File: src/rtl/vga_sync_gen.sv
// VGA timing generator: divides CLK down to a pixel strobe and produces
// registered sync, blanking and coordinate outputs for a configurable mode.
module vga_sync_gen #(
  parameter int unsigned H_DISPLAY = 640,
  parameter int unsigned H_FP      = 16,
  parameter int unsigned H_SYNC    = 96,
  parameter int unsigned H_BP      = 48,
  parameter int unsigned V_DISPLAY = 480,
  parameter int unsigned V_FP      = 10,
  parameter int unsigned V_SYNC    = 2,
  parameter int unsigned V_BP      = 33,
  parameter int unsigned CLK_DIV   = 4
) (
  input  logic       CLK,
  input  logic       RESET,
  output logic       hsync,
  output logic       vsync,
  output logic       video_on,
  output logic       p_tick,
  output logic [9:0] pix_x,
  output logic [9:0] pix_y,
  output logic       frame_start
);

  localparam int unsigned HTotal     = H_DISPLAY + H_FP + H_SYNC + H_BP;
  localparam int unsigned VTotal     = V_DISPLAY + V_FP + V_SYNC + V_BP;
  localparam int unsigned HSyncStart = H_DISPLAY + H_FP;
  localparam int unsigned HSyncEnd   = HSyncStart + H_SYNC - 1;
  localparam int unsigned VSyncStart = V_DISPLAY + V_FP;
  localparam int unsigned VSyncEnd   = VSyncStart + V_SYNC - 1;
  localparam int unsigned DivW       = (CLK_DIV > 1) ? $clog2(CLK_DIV) : 1;

  logic [DivW-1:0] div_q, div_d;
  logic            tick_q;
  logic [9:0]      h_q, h_d, v_q, v_d;
  logic            h_wrap, v_wrap;
  logic            hsync_q, vsync_q, video_on_q, frame_start_q;

  always_comb begin
    div_d  = (div_q == DivW'(CLK_DIV - 1)) ? '0 : div_q + 1'b1;
    h_wrap = (h_q == 10'(HTotal - 1));
    v_wrap = (v_q == 10'(VTotal - 1));
    h_d    = h_q;
    v_d    = v_q;
    if (tick_q) begin
      h_d = h_wrap ? '0 : h_q + 10'd1;
      if (h_wrap) begin
        v_d = v_wrap ? '0 : v_q + 10'd1;
      end
    end
  end

  // Sync/blank flags are derived from the next position so they line up with pix_x/pix_y.
  always_ff @(posedge CLK) begin
    if (RESET) begin
      div_q         <= '0;
      tick_q        <= 1'b0;
      h_q           <= '0;
      v_q           <= '0;
      hsync_q       <= 1'b1;
      vsync_q       <= 1'b1;
      video_on_q    <= 1'b1;
      frame_start_q <= 1'b0;
    end else begin
      div_q         <= div_d;
      tick_q        <= (div_d == DivW'(CLK_DIV - 1));
      h_q           <= h_d;
      v_q           <= v_d;
      hsync_q       <= !((h_d >= 10'(HSyncStart)) && (h_d <= 10'(HSyncEnd)));
      vsync_q       <= !((v_d >= 10'(VSyncStart)) && (v_d <= 10'(VSyncEnd)));
      video_on_q    <= (h_d < 10'(H_DISPLAY)) && (v_d < 10'(V_DISPLAY));
      frame_start_q <= tick_q && h_wrap && v_wrap;
    end
  end

  assign p_tick      = tick_q;
  assign pix_x       = h_q;
  assign pix_y       = v_q;
  assign hsync       = hsync_q;
  assign vsync       = vsync_q;
  assign video_on    = video_on_q;
  assign frame_start = frame_start_q;

endmodule

File: config.mk
export PLATFORM = sky130hd
export DESIGN_NAME = vga_sync_gen
export DESIGN_NICKNAME = d
export VERILOG_FILES = /design/src/rtl/vga_sync_gen.sv
export SDC_FILE = /design/constraint.sdc
export NUM_CORES = 1
export LEC_CHECK = 0
export BUFFER_PORTS_ARGS = -buffer_cell sky130_fd_sc_hd__buf_2
export CORE_UTILIZATION = 39
export DETAILED_ROUTE_END_ITERATION = 10
export GPL_ROUTABILITY_DRIVEN = 0
export PLACE_DENSITY_LB_ADDON = 0.15
export SETUP_SLACK_MARGIN = 0.5
export SYNTH_ARGS = -nofsm -noshare
export SYNTH_HDL_FRONTEND = slang
export SYNTH_SLANG_ARGS = --single-unit
File: constraint.sdc
create_clock -name CLK -period 2.4 [get_ports CLK]
set_input_delay 0.24 -clock CLK [delete_from_list [all_inputs] [get_ports CLK]]
set_output_delay 0.24 -clock CLK [all_outputs]
set_load 0.05 [all_outputs]
==> qor.txt <==
Status: completed
WP data required: 2.60 ns
Leakage: 0.000706 uW
Critical path class: register to register
Tcrit/Tclk final: 92.5%
Die Wd: 62.3 um
Mapped Cells: 165
Register bit total from synthesis: 27
Rows: 21
CTS H-tree lvls: 1
Area grow syn2layout: 34.4%
Die area: 0.00388 mm2
Final Max Tran Viols: 0
DR vias: 1,406
Initial antenna violation count: 0
Most numerous cell on the critical path: or4_4
WP data arrival: 2.42 ns
Drt initial violations: 46
Antenna-violating nets left: 0
WHS Endpoint: div_q[1]
CTS Buffer Depth: 2
Starting Density: 41.5%
Clk sinks: 27
Clock slew at reported path FFs: 0.15 ns
Clk_skew: 0.00972 ns
Yosys warning count: 0
Worst vdd ir: 0.000190 V
Hold_buf cts: 0
Hold Crit Depth: 2
RSZ-0062 raised after global routing: yes
Peak Freq: 450 MHz
DPL Wire Length: 2510 um
DR vias/cell: 5.65
Total Routed Length: 3600 um
Core Box Area: 0.00342 mm2
Register area share after synthesis: 38.1%
Critical-path top delay cell: or4_4
Layout cells sized above 1: 41.4%
Post-Syn Area: 0.00142 mm2
EDFF count, synth: 0
Ports: 27
TritonCTS Buffers: 3
DRC: 0
Slowest stage delay, CP: 0.51 ns
Hold Path Class: input pin to register
Critical path peak fanout: 3
Final setup TNS: 0 ns
Hold WS: 0.350 ns
Worst-Skew Late Latency: 0.32 ns
Post-synthesis cell type count: 45
Worst r2r path cells: 6
Reg-to-Reg End: vsync
Top_reg_cell synth: dfxtp_1
Clock root buffer: clkbuf_4
Hold_sp: RESET
Crit end category: register
# diodes: 0
Max Cap Viol: 0
Global route overflow: 0
WL/cell: 14.4 um
Syn Nets: 172
CP Cell Sequence: ha_4 -> nand4_4 -> or4_4 -> or4_4 -> a2111oi_4 -> o2111ai_1
Max-Slew Margin vs Limit: 65.1%
# port buffers: 26
Worst reg2reg startpoint: pix_x[1]
Pwr Density: 377 mW/mm2
DR pass1 iterations: 4
First-pass GRT wire length: 6240 um
Layout Nets: 211
Setup violators final: 0
CP Launch Type: register
Worst slew pin tran: 0.519 ns
Final hold violation count: 0
Die height: 62.3 um
CTS tree: built
Largest net degree at the start of global routing: 26
Vias in the first global route: 1,285
Flop2flop setup slack: 0.18 ns
Avg Cell Area, Syn: 8.60 um2
Final min period: 2.22 ns
FFs w/ async S/R, synth: 0%
Tot GR Track Use: 19.7%
power breakdown:
part / total (uW) / switching, uW / internal [uW]
Combinational: 57.2 / 36.4 / 20.8
Sequential: 463 / 11.1 / 451
Clock: 199 / 134 / 64.9
what timing repair did:
action / 4_1_cts / 5_1_grt
cloned: 0 / 0
pin swaps: 6 / 7
buffers inserted: 8 / 4
resized for setup: 3 / 12
endpoints found under the setup margin: 6 / 11
per-layer routing:
layer / vias to the layer above / GRT usage [%] / part of all wire [%]
met5: - / 0 / 0
met2: 37 / 31.0 / 46
met4: 0 / 3.49 / 0.64
met1: 683 / 28.5 / 49
li1: 684 / - / -
met3: 2 / 2.94 / 4.1
registers in the layout, indices dropped and copies added (netlist names):
name,flops
video_on,1
frame_start,1
p_tick,1
pix_x,10
pix_y,10
vsync,1
div_q,2
hsync,1
worst max path at each step:
stage,start,depth (start not counted),slack (ns),to
floorplan,pix_x[1],6,0.19,vsync
global placement,pix_x[7],5,0.20,vsync
detailed placement,pix_x[7],5,0.13,vsync
CTS,pix_x[1],6,0.12,vsync
global route,pix_x[1],6,0.10,vsync
finish,pix_x[1],6,0.18,vsync
metrics by stage:
step | total power (uW) | cell area, um2 | util, % | worst slack (ns) | std cells
6_report | 719 | 1910 | 55.8 | 0.179 | 249
5_1_grt | 749 | 1910 | 55.8 | 0.103 | 249
4_1_cts | 718 | 1820 | 53.2 | 0.121 | 245
3_5_place_dp | 523 | 1710 | 50.2 | 0.132 | 233
3_3_place_gp | 521 | 1710 | 50.2 | 0.200 | 233
2_1_floorplan | 511 | 1550 | - | 0.188 | 165
cell usage after synthesis (all sizes together) (5+ instances only):
| library cell | instances | area (um2) |
|---|---|---|
| a21oi | 9 | 45.0 |
| dfxtp | 27 | 541 |
| ha | 5 | 62.6 |
| inv | 9 | 33.8 |
| nand2 | 11 | 41.3 |
| nand3 | 5 | 25.0 |
| nand4 | 5 | 46.3 |
| nor2 | 16 | 60.1 |
| nor3 | 10 | 50.1 |
| o21ai | 7 | 35.0 |
| xnor2 | 5 | 43.8 |
worst max-delay path, delay by kind of cell, from the launching register on:
family | cells | cell delay (ns)
compound gates | 2 | 0.51
simple gates | 3 | 1.05
flops | 1 | 0.39
fa+ha+maj | 1 | 0.15
layout make-up:
class	count	area, um2
Clock buffer	4	26.3
Inverter	9	33.8
Fill cell	307	1510
Sequential cell	27	576
Multi-Input combinational cell	123	975
Timing Repair Buffer	40	239
Tap cell	46	57.6
cells by family (layout without fill, tap and decap cells):
group / count (synthesis) / in the layout / synth area share, %
flops: 27 / 27 / 38.1
xor+xnor: 7 / 7 / 4.32
fa+ha+maj: 5 / 5 / 4.41
compound gates: 39 / 39 / 19.8
buf+inv: 15 / 53 / 4.14
mux: 1 / 1 / 0.794
simple gates: 71 / 71 / 28.4
placed cells by master, fill, tap and decap left out, types with 3 or more instances in the layout:
| master | synthesis | final |
|---|---|---|
| o21ai_0 | 7 | 7 |
| buf_2 | 2 | 26 |
| nand3_1 | 5 | 5 |
| clkbuf_4 | 0 | 3 |
| nor3_1 | 10 | 8 |
| dfxtp_2 | 0 | 10 |
| or4_4 | 1 | 4 |
| buf_4 | 0 | 13 |
| nor2b_1 | 4 | 4 |
| a21oi_1 | 9 | 7 |
| or3_1 | 4 | 4 |
| nand2_1 | 11 | 10 |
| xnor2_1 | 5 | 5 |
| nor2_1 | 16 | 15 |
| nand4_1 | 4 | 4 |
| dfxtp_1 | 27 | 11 |
| ha_1 | 5 | 3 |
| nand2b_1 | 3 | 3 |
| inv_1 | 9 | 9 |
| dfxtp_4 | 0 | 6 |
No activity file was read; power rests on OpenSTA's default activity.
